$ cat config.mk
export PLATFORM = sky130hd
export DESIGN_NAME = shift_unit_seq_flat
export DESIGN_NICKNAME = d
export VERILOG_FILES = /design/src/rtl/shift_unit_seq_if.sv /design/src/rtl/shift_unit_seq.sv /design/src/flat_wrapper.sv
export SDC_FILE = /design/constraint.sdc
export NUM_CORES = 1
export LEC_CHECK = 0
export ABC_AREA = 1
export CAP_MARGIN = 0
export CORE_AREA = 3 3 124 126
export DETAILED_ROUTE_END_ITERATION = 6
export DIE_AREA = 0 0 127 129
export SLEW_MARGIN = 20
export SYNTH_ARGS = -nofsm -noshare
export SYNTH_HDL_FRONTEND = slang
export SYNTH_SLANG_ARGS = --single-unit
$ cat constraint.sdc
create_clock -name clk -period 2.6 [get_ports clk]
set_input_delay 0.39 -clock clk [delete_from_list [all_inputs] [get_ports clk]]
set_output_delay 0.39 -clock clk [all_outputs]
set_load 0.01 [all_outputs]
$ cat src/rtl/shift_unit_seq_if.sv
// Handshake and data bundle between the execute stage and the sequential shifter.
// The master side issues start/op/shamt_in/data_in; the slave side (the shifter)
// answers with busy/done/result.
interface shift_unit_seq_if #(
  parameter int WIDTH = 32
);
  logic             start;
  logic [1:0]       op;
  logic [WIDTH-1:0] shamt_in;
  logic [WIDTH-1:0] data_in;
  logic             busy;
  logic             done;
  logic [WIDTH-1:0] result;

  modport master (
    output start, op, shamt_in, data_in,
    input  busy, done, result
  );

  modport slave (
    input  start, op, shamt_in, data_in,
    output busy, done, result
  );
endinterface

$ cat src/rtl/shift_unit_seq.sv
// Multi-cycle logarithmic shifter for the MIPS execute path.
// One log2 stage (1, 2, 4, 8, 16) is applied per clock under a
// start/busy/done handshake; result is registered and held until the
// next completion.
// op: 00=SLL, 01=SRL, 11=SRA, 10 behaves as SRL.
// Optional macro SHIFT_EARLY_DONE_EN: finish as soon as no higher shift
// amount bits remain (shamt==0 completes straight from IDLE).
module shift_unit_seq #(
  parameter int WIDTH  = 32,
  parameter int STAGES = 5
) (
  input logic            clk,
  input logic            rst,
  shift_unit_seq_if.slave bus
);

  localparam int CNT_W = $clog2(STAGES + 1);

  typedef enum logic [1:0] {
    S_IDLE,
    S_SHIFT,
    S_DONE
  } state_t;

  state_t             state;
  logic [WIDTH-1:0]   work;
  logic [CNT_W-1:0]   cnt;
  logic [1:0]         op_q;
  logic [STAGES-1:0]  shamt_q;
  logic [WIDTH-1:0]   stage_out;
  logic               last_stage;

  // Only the low log2(WIDTH) bits of the shift amount are meaningful.
  logic unused_shamt_hi;
  assign unused_shamt_hi = ^bus.shamt_in[WIDTH-1:STAGES];

  // Apply the fixed-distance shift selected by the current stage, if its amount bit is set.
  always_comb begin
    stage_out = work;
    for (int s = 0; s < STAGES; s++) begin
      if (int'(cnt) == s && shamt_q[s]) begin
        case (op_q)
          2'b00:   stage_out = work << (1 << s);
          2'b11:   stage_out = $signed(work) >>> (1 << s);
          default: stage_out = work >> (1 << s);
        endcase
      end
    end
  end

  // Decide whether the stage being applied this cycle is the final one.
  always_comb begin
`ifdef SHIFT_EARLY_DONE_EN
    last_stage = ((shamt_q >> cnt) >> 1) == '0;
`else
    last_stage = (cnt == CNT_W'(STAGES - 1));
`endif
  end

  // Control FSM with registered busy/done/result; reset aborts any shift in flight.
  always_ff @(posedge clk) begin
    if (rst) begin
      state      <= S_IDLE;
      bus.busy   <= 1'b0;
      bus.done   <= 1'b0;
      bus.result <= '0;
      work       <= '0;
      cnt        <= '0;
      op_q       <= '0;
      shamt_q    <= '0;
    end else begin
      case (state)
        S_IDLE: begin
          bus.done <= 1'b0;
          if (bus.start) begin
            work     <= bus.data_in;
            op_q     <= bus.op;
            shamt_q  <= bus.shamt_in[STAGES-1:0];
            cnt      <= '0;
            bus.busy <= 1'b1;
`ifdef SHIFT_EARLY_DONE_EN
            if (bus.shamt_in[STAGES-1:0] == '0) begin
              bus.result <= bus.data_in;
              bus.done   <= 1'b1;
              state      <= S_DONE;
            end else begin
              state <= S_SHIFT;
            end
`else
            state <= S_SHIFT;
`endif
          end
        end

        S_SHIFT: begin
          work <= stage_out;
          cnt  <= cnt + CNT_W'(1);
          if (last_stage) begin
            bus.result <= stage_out;
            bus.done   <= 1'b1;
            state      <= S_DONE;
          end
        end

        S_DONE: begin
          bus.done <= 1'b0;
          bus.busy <= 1'b0;
          state    <= S_IDLE;
        end

        default: begin
          bus.done <= 1'b0;
          bus.busy <= 1'b0;
          state    <= S_IDLE;
        end
      endcase
    end
  end

endmodule

$ cat src/flat_wrapper.sv
// flat-port wrapper written by rule: the top's interface ports become plain ports
module shift_unit_seq_flat 
#(
  parameter int WIDTH  = 32,
  parameter int STAGES = 5
)
  (clk, rst, bus_start, bus_op, bus_shamt_in, bus_data_in, bus_busy, bus_done, bus_result);
  shift_unit_seq_if #(.WIDTH(WIDTH)) bus_i ();
  input logic clk;
  input logic rst;
  input wire logic [$bits(bus_i.start)-1:0] bus_start;
  input wire logic [$bits(bus_i.op)-1:0] bus_op;
  input wire logic [$bits(bus_i.shamt_in)-1:0] bus_shamt_in;
  input wire logic [$bits(bus_i.data_in)-1:0] bus_data_in;
  output wire logic [$bits(bus_i.busy)-1:0] bus_busy;
  output wire logic [$bits(bus_i.done)-1:0] bus_done;
  output wire logic [$bits(bus_i.result)-1:0] bus_result;
  assign bus_i.start = bus_start;
  assign bus_i.op = bus_op;
  assign bus_i.shamt_in = bus_shamt_in;
  assign bus_i.data_in = bus_data_in;
  assign bus_busy = bus_i.busy;
  assign bus_done = bus_i.done;
  assign bus_result = bus_i.result;
  shift_unit_seq #(.WIDTH(WIDTH), .STAGES(STAGES)) u_core (.clk(clk), .rst(rst), .bus(bus_i));
endmodule
**Yosys cells after proc, flatten, opt, wreduce, memory -nomap -nowiden**

Cells that the tools add are included.

- Multiply operators: 0
- Eq/ne operators: 9
- Magnitude comparators: 0
- Reductions and logical operators: 15
- Add/sub/neg operators: 1
- Multiplexer cells: 19
- Shifts and indexed selects: 0
- Divide/modulo/power cells: 0
- Bitwise operators: 1

Operators with widths:

| kind | number |
|---|---|
| $pmux W32 S2 | 6 |
| $mux W32 | 6 |
| $eq A3 B3 Y1 const B | 4 |
| $reduce_and A2 Y1 | 5 |
| $pmux W3 S2 | 1 |
| $logic_and A1 B1 Y1 | 5 |
| $logic_not A2 Y1 | 2 |
| $mux W2 | 2 |
| $pmux W2 S2 | 1 |
| $add A3 B1 Y3 const B | 1 |
| $eq A3 B2 Y1 const B | 1 |
| $logic_not A3 Y1 | 1 |
| $mux W3 | 1 |
| $eq A2 B1 Y1 const B | 1 |
| $eq A2 B2 Y1 const B | 1 |
| $ne A2 B1 Y1 const B | 1 |
| $ne A2 B2 Y1 const B | 1 |
| $pmux W1 S2 | 1 |
| $reduce_bool A2 Y1 | 1 |
| $reduce_or A2 Y1 | 1 |
| $mux W1 | 1 |
| $not A1 Y1 | 1 |

- Bits in latches: 0
- Flip-flop bits (word level): 78
- Bits in read-only memories: 0
- Bits of input ports: 69
- Memory bits (writable): 0
- Word-level logic and storage cells: 53
- Memories kept: 0
- Output and inout port bits: 34

**Depth between registers and ports, before layout**

Gate-level depths: netlist of the first run.

- Depth after elaboration: 8
- Mapped depth: 17
- Depth with buffers taken out: 16

**Worst setup path before layout of the first run**

No wires, ideal clock.

- Kind: reg-to-reg
- Start: register u_core.op_q[0]
- End: register u_core.bus.result[5]
- Setup slack: 681 ps
- Cell stages (with the launch flop): 16
- Path buffers: 1
- Arrival time: 1804 ps
- Clock period less this slack: 1919 ps
- Required time: 2485 ps
- Library setup time: 115 ps
- Path through: dfxtp_1 > inv_1 > ha_1 > inv_2 > nand2_1 > buf_4 > nand2_1 > nand2_1 > a21oi_1 > nand2_1 > o31ai_1 > nand2_1 > nand2_1 > nand2_1 > o21ai_0 > inv_1

- Word-level cells in the longest chain between the ends: 7
- Elaborated cells between the ends (all ways): 12
- Classes of those cells: eq/ne: 1; mux: 10; reduce/logical: 1

RTL lines:

| item | line | RTL |
|---|---|---|
| start: declaration | shift_unit_seq.sv:28 | `logic [1:0] op_q;` |
| start signal: assignment | shift_unit_seq.sv:77 | `op_q <= bus.op;` |
| $eq A2 B2 Y1 / $logic_not A2 Y1 (equally long branches) | shift_unit_seq.sv:42 | `case (op_q)` |
| $pmux W32 S2 | shift_unit_seq.sv:42 |  |
| $mux W32 (4 in a row) | shift_unit_seq.sv:41 | `if (int'(cnt) == s && shamt_q[s]) begin` |
| $mux W32 (*) | shift_unit_seq.sv:41 |  |
| end signal: assignment | shift_unit_seq.sv:99 | `bus.result <= stage_out;` |
| end: declaration | shift_unit_seq_if.sv:22 | `output busy, done, result` |

Mark *: on every way between the ends. The rest lies on a longest branch, timed or not.
A chain may end at the register's enable or synchronous reset.

**Worst setup path after layout of the first run**

- Start: register u_core.op_q[0]
- End: register u_core.work[31]

- Word-level cells in the longest chain between the ends: 8
- Elaborated cells between the ends (all ways): 13
- Classes of those cells: eq/ne: 1; mux: 11; reduce/logical: 1

RTL lines:

| item | line | RTL |
|---|---|---|
| $eq A2 B2 Y1 / $logic_not A2 Y1 (equally long branches) | shift_unit_seq.sv:42 |  |
| $pmux W32 S2 | shift_unit_seq.sv:42 |  |
| $mux W32 (4 in a row) | shift_unit_seq.sv:41 |  |
| $mux W32 (*) | shift_unit_seq.sv:41 |  |
| $pmux W32 S2 (*) | shift_unit_seq.sv:72 | `case (state)` |
| end signal: assignment | shift_unit_seq.sv:76 | `work <= bus.data_in;` |
| end signal: assignment | shift_unit_seq.sv:96 | `work <= stage_out;` |
| end: declaration | shift_unit_seq.sv:26 | `logic [WIDTH-1:0] work;` |

Marks and branches as above.

==> metrics.csv, run 1 <==
metric,value,unit
die_width,127,um
p_leak,3.479,nW
antenna_found_initial,0,
synthArstFlopShare,0,%
drc_errors,0,
synthXorXnorAreaFrac,0,%
first_pass_iters,6,
cts-resized-gates,0,
fin_util,49.46,%
yosysTopAreaCell,dfxtp_1,
finalHoldViolations,0,
numPortBuffers,75,
synthAdderAreaFrac,1.521,%
avgSynthCellArea,5.661,sq um
timing.fmax,0.4115,GHz
power_switching,0.001466,W
antennaDiodeCount,0,
synth.area.top_cells,"dfxtp_1 27%, nand2_1 20%, nand3_1 12%",
finalPower,0.003810,W
critical_path_class,reg -> reg,
cts_hold_buf,0,
grt_pass1_wl,35990,um
globalplace.congestion,1.020,
dp.cells,1254,
min_path_type,reg -> reg,
cpPeakStageDelay,0.44,ns
outcome,"complete, no violations",
synth_seq_cells,78,
grt_setup_unrepaired,false,
ys_seq_area_share,27.12,%
postPlaceCellArea,0.006850,sq mm
totalWireLength,23120,um
cts_setup_buffers,0,
tightest_slew,0.5499,ns
clk_pin_slew,0.07,ns
cp_slowest_cell,nor2_1,
htree_levels,3,
synth_compound_area_share,19.30,%
period_minus_slack,2.430,ns
dieArea,0.01638,sq mm
cts_tree,done,
cpLargestDelayFamily,simple AND/OR/NAND/NOR gates,
cp_num_buf_inv,3,
crit_path_cell_trace,"inv_1, ha_1, buf_4, buf_4, nor2_1, a31oi_1, nand2_1, nand2_1, o21ai_0",
cp.required,2.87,ns
synth_edf_count,0,
drive_gt1_share,6.722,%
stdcell_area,0.007134,sq mm
cts_num_sinks,78,
rows,44,
ioPinCount,103,
synth_area,0.005757,sq mm
fin_crit_sh,93.46,%
final_cells,1270,
power_density,534.0,mW/mm^2
core,0.01442,sq mm
dieHeight,129,um
yosys.cell_count.top_type,nand2_1,
finClkSkew,0.008848,ns
avgViaCountPerCell,5.628,
cts-root-buf,clkbuf_16,
synth_cell_types,31,
grt_max_degree,44,
synth.top_cell.area_share,27.12,%
drt_iter0_drc,741,
synth_nets,1093,
arrival,2.70,ns
comb_power_share,32.2,%
cp-start-kind,flop,
avgRoutedWirePerCell,18.20,um
pwr-share-seq,36.0,%
drv_slew,0,
startpoint,u_core.op_q[0],
grt_util_all_layers,28.05,%
nets,1157,
hpwl,17550,um
gr-total-overflow,0,
cts_buffer_depth,2,
min_from,u_core.bus.busy,
cp-end-kind,flop,
fin_tns_setup,0,ns
yosys-mux-area-fraction,0,%
initial_core_util,39.91,%
area_growth,23.93,%
syn_inst,1017,
detail-route-antenna-nets,0,
synth_common_cells,"307 x nand2_1, 136 x nand3_1, 113 x nor2_1",
synth_top_family_by_area,simple AND/OR/NAND/NOR gates,
grt_pass1_vias,6647,
swShare,38.47,%
maxSlewHeadroom,63.20,%
yosys.area_share.simple,40.32,%
clkPwrFrac,31.8,%
via_count,7147,
r2r-start,u_core.op_q[0],
irDropWorstVdd,0.0003636,V
finalSetupViolCount,0,
yosysWarningCount,0,
cts_buffers,9,
crit_fanout,17,
synth_flop_cell,dfxtp_1,
p_int,0.002344,W
maxCapViolations,0,
clock_latency,0.35,ns
-- final cells by class --
| type | count | area [sq um] |
|---|---|---|
| multi-input cells | 770 | 3535 |
| inverters | 104 | 390.4 |
| flip-flops and latches | 78 | 1562 |
| repair buffers | 118 | 1136 |
| fillers | 1603 | 7289 |
| clock inverters | 7 | 56.30 |
| clock buffers | 9 | 225.2 |
| well taps | 184 | 230.2 |
-- final timing paths --
kind / endpoint / slack, ns / cells after the start
hold / removal: u_core.bus.busy / 0.48 / 2
setup / recovery: u_core.work[31] / 0.17 / 9
hold reg to reg: u_core.bus.busy / 0.48 / 2
setup reg to reg: u_core.work[31] / 0.17 / 9
-- power groups by stage --
stage                     Combinational, W  Sequential [W]  Clock (W)
after floorplan                   0.000761         0.00135          0
after global placement             0.00119         0.00139          0
after detailed placement           0.00119         0.00139          0
after CTS                          0.00120         0.00137    0.00125
after global routing               0.00135         0.00138    0.00130
final                              0.00122         0.00137    0.00121
-- cell usage in the layout (no fill, tap or decap) --
cell type        synthesis  layout
o21ai_1                  9       9
a31oi_1                  6       6
or2_2                    1       1
inv_6                    0       2
a21boi_1                 1       1
a21oi_1                 56      56
nor2_2                   3       5
nand2_1                307     306
ha_1                     7       7
nand2_2                  2       3
nand4_1                  1       1
o21ai_0                 77      77
inv_2                    2       3
dfxtp_1                 78      78
clkinvlp_4               0       3
nor3_1                   2       2
clkinv_2                 0       1
o21bai_1                 3       3
o32ai_1                  1       1
buf_4                    3      38
o31ai_1                 21      21
o311ai_1                 1       1
inv_8                    0       1
inv_1                  101     100
nor2_1                 113     110
o22ai_1                  8       8
clkbuf_16                0       9
nand3_1                136     136
o211ai_1                11      11
nor2_4                   0       1
clkinv_1                 1       1
clkdlybuf4s50_1          0      75
buf_12                   0       5
a32o_1                   1       1
nand3_2                  1       1
a22oi_1                  2       2
-- stage by stage --
stage,setup WS [ns],hold slack (ns)
after global routing,0.01953,0.5139
final,0.1699,0.4759
after global placement,0.2816,0.4659
after CTS,0.2331,0.4793
after detailed placement,0.2601,0.4615
after floorplan,0.6807,0.4512
-- worst min-delay path: stages, from the launching register on --
cell and delay (ns):
dfxtp_1 0.31, nand3_1 0.07, nand2_1 0.05
-- state kept, by name (all words and copies together) (netlist names) --
name and cells:
u_core.work 32, u_core.cnt 3, u_core.bus.done 1, u_core.bus.busy 1
u_core.state 2, u_core.shamt_q 5, u_core.bus.result 32, u_core.op_q 2
-- kinds of logic (layout without fill, tap and decap cells) --
logic type	Yosys count	in the layout
AO/OA/AOI/OAI	197	197
AND/OR/NAND/NOR	566	566
adder cells (fa/ha/maj)	7	7
buffers and inverters	169	238
flip-flops	78	78
-- layer usage --
layer / share of wire, % / GRT usage, %
met1: 44 / 38.96
met2: 42 / 40.60
met3: 9.2 / 5.687
met4: 5.2 / 15.46
met5: 0 / 0
(Power assumes the default switching activity.)
==> run 2: changes to the inputs <==
--- a/config.mk
+++ b/config.mk
@@ -8,6 +8,7 @@
 export ABC_AREA = 1
 export CAP_MARGIN = 0
 export CORE_AREA = 3 3 124 126
+export CTS_CLUSTER_SIZE = 25
 export DETAILED_ROUTE_END_ITERATION = 6
 export DIE_AREA = 0 0 127 129
 export SLEW_MARGIN = 20
==> constraint.sdc (replaced) <==
create_clock -name clk -period 2.6 [get_ports clk]
set_input_delay 0.52 -clock clk [delete_from_list [all_inputs] [get_ports clk]]
set_output_delay 0.52 -clock clk [all_outputs]
set_load 0.01 [all_outputs]
==> metrics.csv, run 2 (synthesis results as in run 1) <==
metric,value,unit,change
outcome,"complete, no violations",,
route.met3.wl,1966,um,-7.7%
min_path_type,reg -> reg,,
cts-resized-gates,0,,unchanged
rr_worst_depth,15,,+6
largestRegisters,"u_core.bus.result x32, u_core.work x32, u_core.shamt_q x5",,
drt_iter0_drc,871,,+18%
avgViaCountPerCell,5.599,,-0.50%
dieArea,0.01638,sq mm,unchanged
ioPinCount,103,,unchanged
detail-route-antenna-nets,0,,unchanged
rows,44,,unchanged
area_growth,24.02,%,about the same
core,0.01442,sq mm,unchanged
grt_pass1_vias,6357,,-4.4%
ff_latch_area,0.001562,sq mm,unchanged
numPortBuffers,75,,unchanged
grt_max_degree,44,,unchanged
timing.fmax,0.4243,GHz,+3.1%
finalSetupViolCount,0,,unchanged
cts_hold_buf,0,,unchanged
totalWireLength,23270,um,+0.63%
irDropWorstVdd,0.0003215,V,-12%
multi_input_area,0.003532,sq mm,about the same
crit_fanout,21,,+4
cts_buffer_depth,2,,unchanged
cts_num_sinks,78,,unchanged
grt_setup_unrepaired,false,,
finalHoldViolations,0,,unchanged
drive_gt1_share,6.198,%,-0.52 points
startpoint,u_core.op_q[0],,
maxSlewHeadroom,64.05,%,+0.85 points
initial_core_util,39.91,%,unchanged
setup_ws,0.2434,ns,+0.07350 ns
nets,1152,,-0.43%
hpwl,17450,um,-0.57%
min_from,u_core.bus.busy,,
finClkSkew,0.009467,ns,+0.0006193 ns
final_cell_mix,"307 x nand2_1, 136 x nand3_1, 110 x nor2_1",,
r2r-end,u_core.bus.result[26],,
avgRoutedWirePerCell,18.39,um,+1.0%
via_count,7083,,-0.90%
drc_errors,0,,unchanged
p_leak,3.484,nW,+0.17%
gr-total-overflow,0,,unchanged
cts_buffers,9,,unchanged
cts-root-buf,clkbuf_16,,
first_pass_iters,5,,-1
antenna_found_initial,0,,unchanged
top_layer,met4,,
fill_cells,1605,,+0.12%
hold_end,u_core.bus.busy,,
cts_tree,done,,
wl_met2,10250,um,+6.6%
period_minus_slack,2.357,ns,-0.07350 ns
r2r-start,u_core.op_q[0],,
whs_path_depth,2,,unchanged
fin_crit_sh,90.64,%,-2.8 points
clk_pin_slew,0.07,ns,about the same
drv_slew,0,,unchanged
globalplace.congestion,0.9638,,-5.5%
cp-start-kind,flop,,
die_width,127,um,unchanged
power_density,551.9,mW/mm^2,+3.4%
grt_pass1_wl,36240,um,+0.69%
arrival,2.61,ns,-0.09 ns
antennaDiodeCount,0,,unchanged
clock_latency,0.35,ns,about the same
htree_levels,3,,unchanged
critical_path_class,reg -> reg,,
maxCapViolations,0,,unchanged
dieHeight,129,um,unchanged
cp.required,2.85,ns,-0.02 ns
finalPower,0.003941,W,+3.4%
layout_commonest_cell,nand2_1,,
cts_setup_buffers,0,,unchanged
grt_util_all_layers,28.46,%,+0.41 points
tightest_slew,0.5384,ns,-0.01152 ns
cp-end-kind,flop,,
place_ws,0.3094,ns,+0.04934 ns
fin_tns_setup,0,ns,unchanged
r2r_slack,0.24,ns,+0.07 ns
wl_met1,10370,um,+2.0%
==> run 2: cell types whose count changed in the layout (fill, tap and decap cells not counted), sizes merged <==
cell and change:
clkinvlp -2, bufinv +1, buf -5, clkbuf +1
==> run 2: final cells by class <==
type	count	area share [%]
Multi-Input combinational cell	770	49.47
Sequential cell	78	21.87
Timing Repair Buffer	113	15.56
Inverter	104	5.468
Clock buffer	10	3.347
Tap cell	184	3.225
Clock inverter	6	1.052
==> run 2: power breakdown <==
group          total [W]  switching, W  leakage [nW]  internal, W
Sequential       0.00137     0.0000966         0.637      0.00127
Combinational    0.00122      0.000814          2.70     0.000410
Clock            0.00135      0.000562         0.152     0.000785
==> run 2: worst max path at each step <==
stage / end / slack (ns)
6_report: u_core.bus.result[26] / 0.24
3_3_place_gp: u_core.bus.result[26] / 0.31
3_5_place_dp: u_core.bus.result[26] / 0.31
4_1_cts: u_core.bus.result[26] / 0.29
5_1_grt: u_core.bus.result[29] / 0.06
2_1_floorplan: u_core.bus.result[5] / 0.68
==> run 2: per-stage QoR <==
stage | instances | util, % | hold WS (ns) | area [sq um]
6_report | 1265 | 49.50 | 0.4697 | 7139
5_1_grt | 1265 | 49.50 | 0.5095 | 7139
4_1_cts | 1265 | 49.50 | 0.4725 | 7139
3_5_place_dp | 1249 | 47.32 | 0.4629 | 6825
3_3_place_gp | 1249 | 47.32 | 0.4673 | 6825
2_1_floorplan | 1017 | - | 0.4512 | 5757
==> run 2: critical path, stage by stage, from the launching register on <==
cell,delay (ns)
dfxtp_1,0.33
inv_1,0.07
ha_1,0.40
inv_2,0.09
nand2_1,0.11
buf_12,0.19
nand2_1,0.18
nand3_1,0.12
o211ai_1,0.10
nand2_1,0.07
nand3_1,0.07
nand2_1,0.07
nand2_1,0.05
nand2_1,0.18
o21bai_1,0.19
inv_1,0.05
==> run 2: metal layers <==
layer  global-route usage, %  vias up
met1                   40.63     3263
met4                   9.590        0
met5                       0        -
met2                   43.40      340
met3                   5.023       52
li1                        -     3428
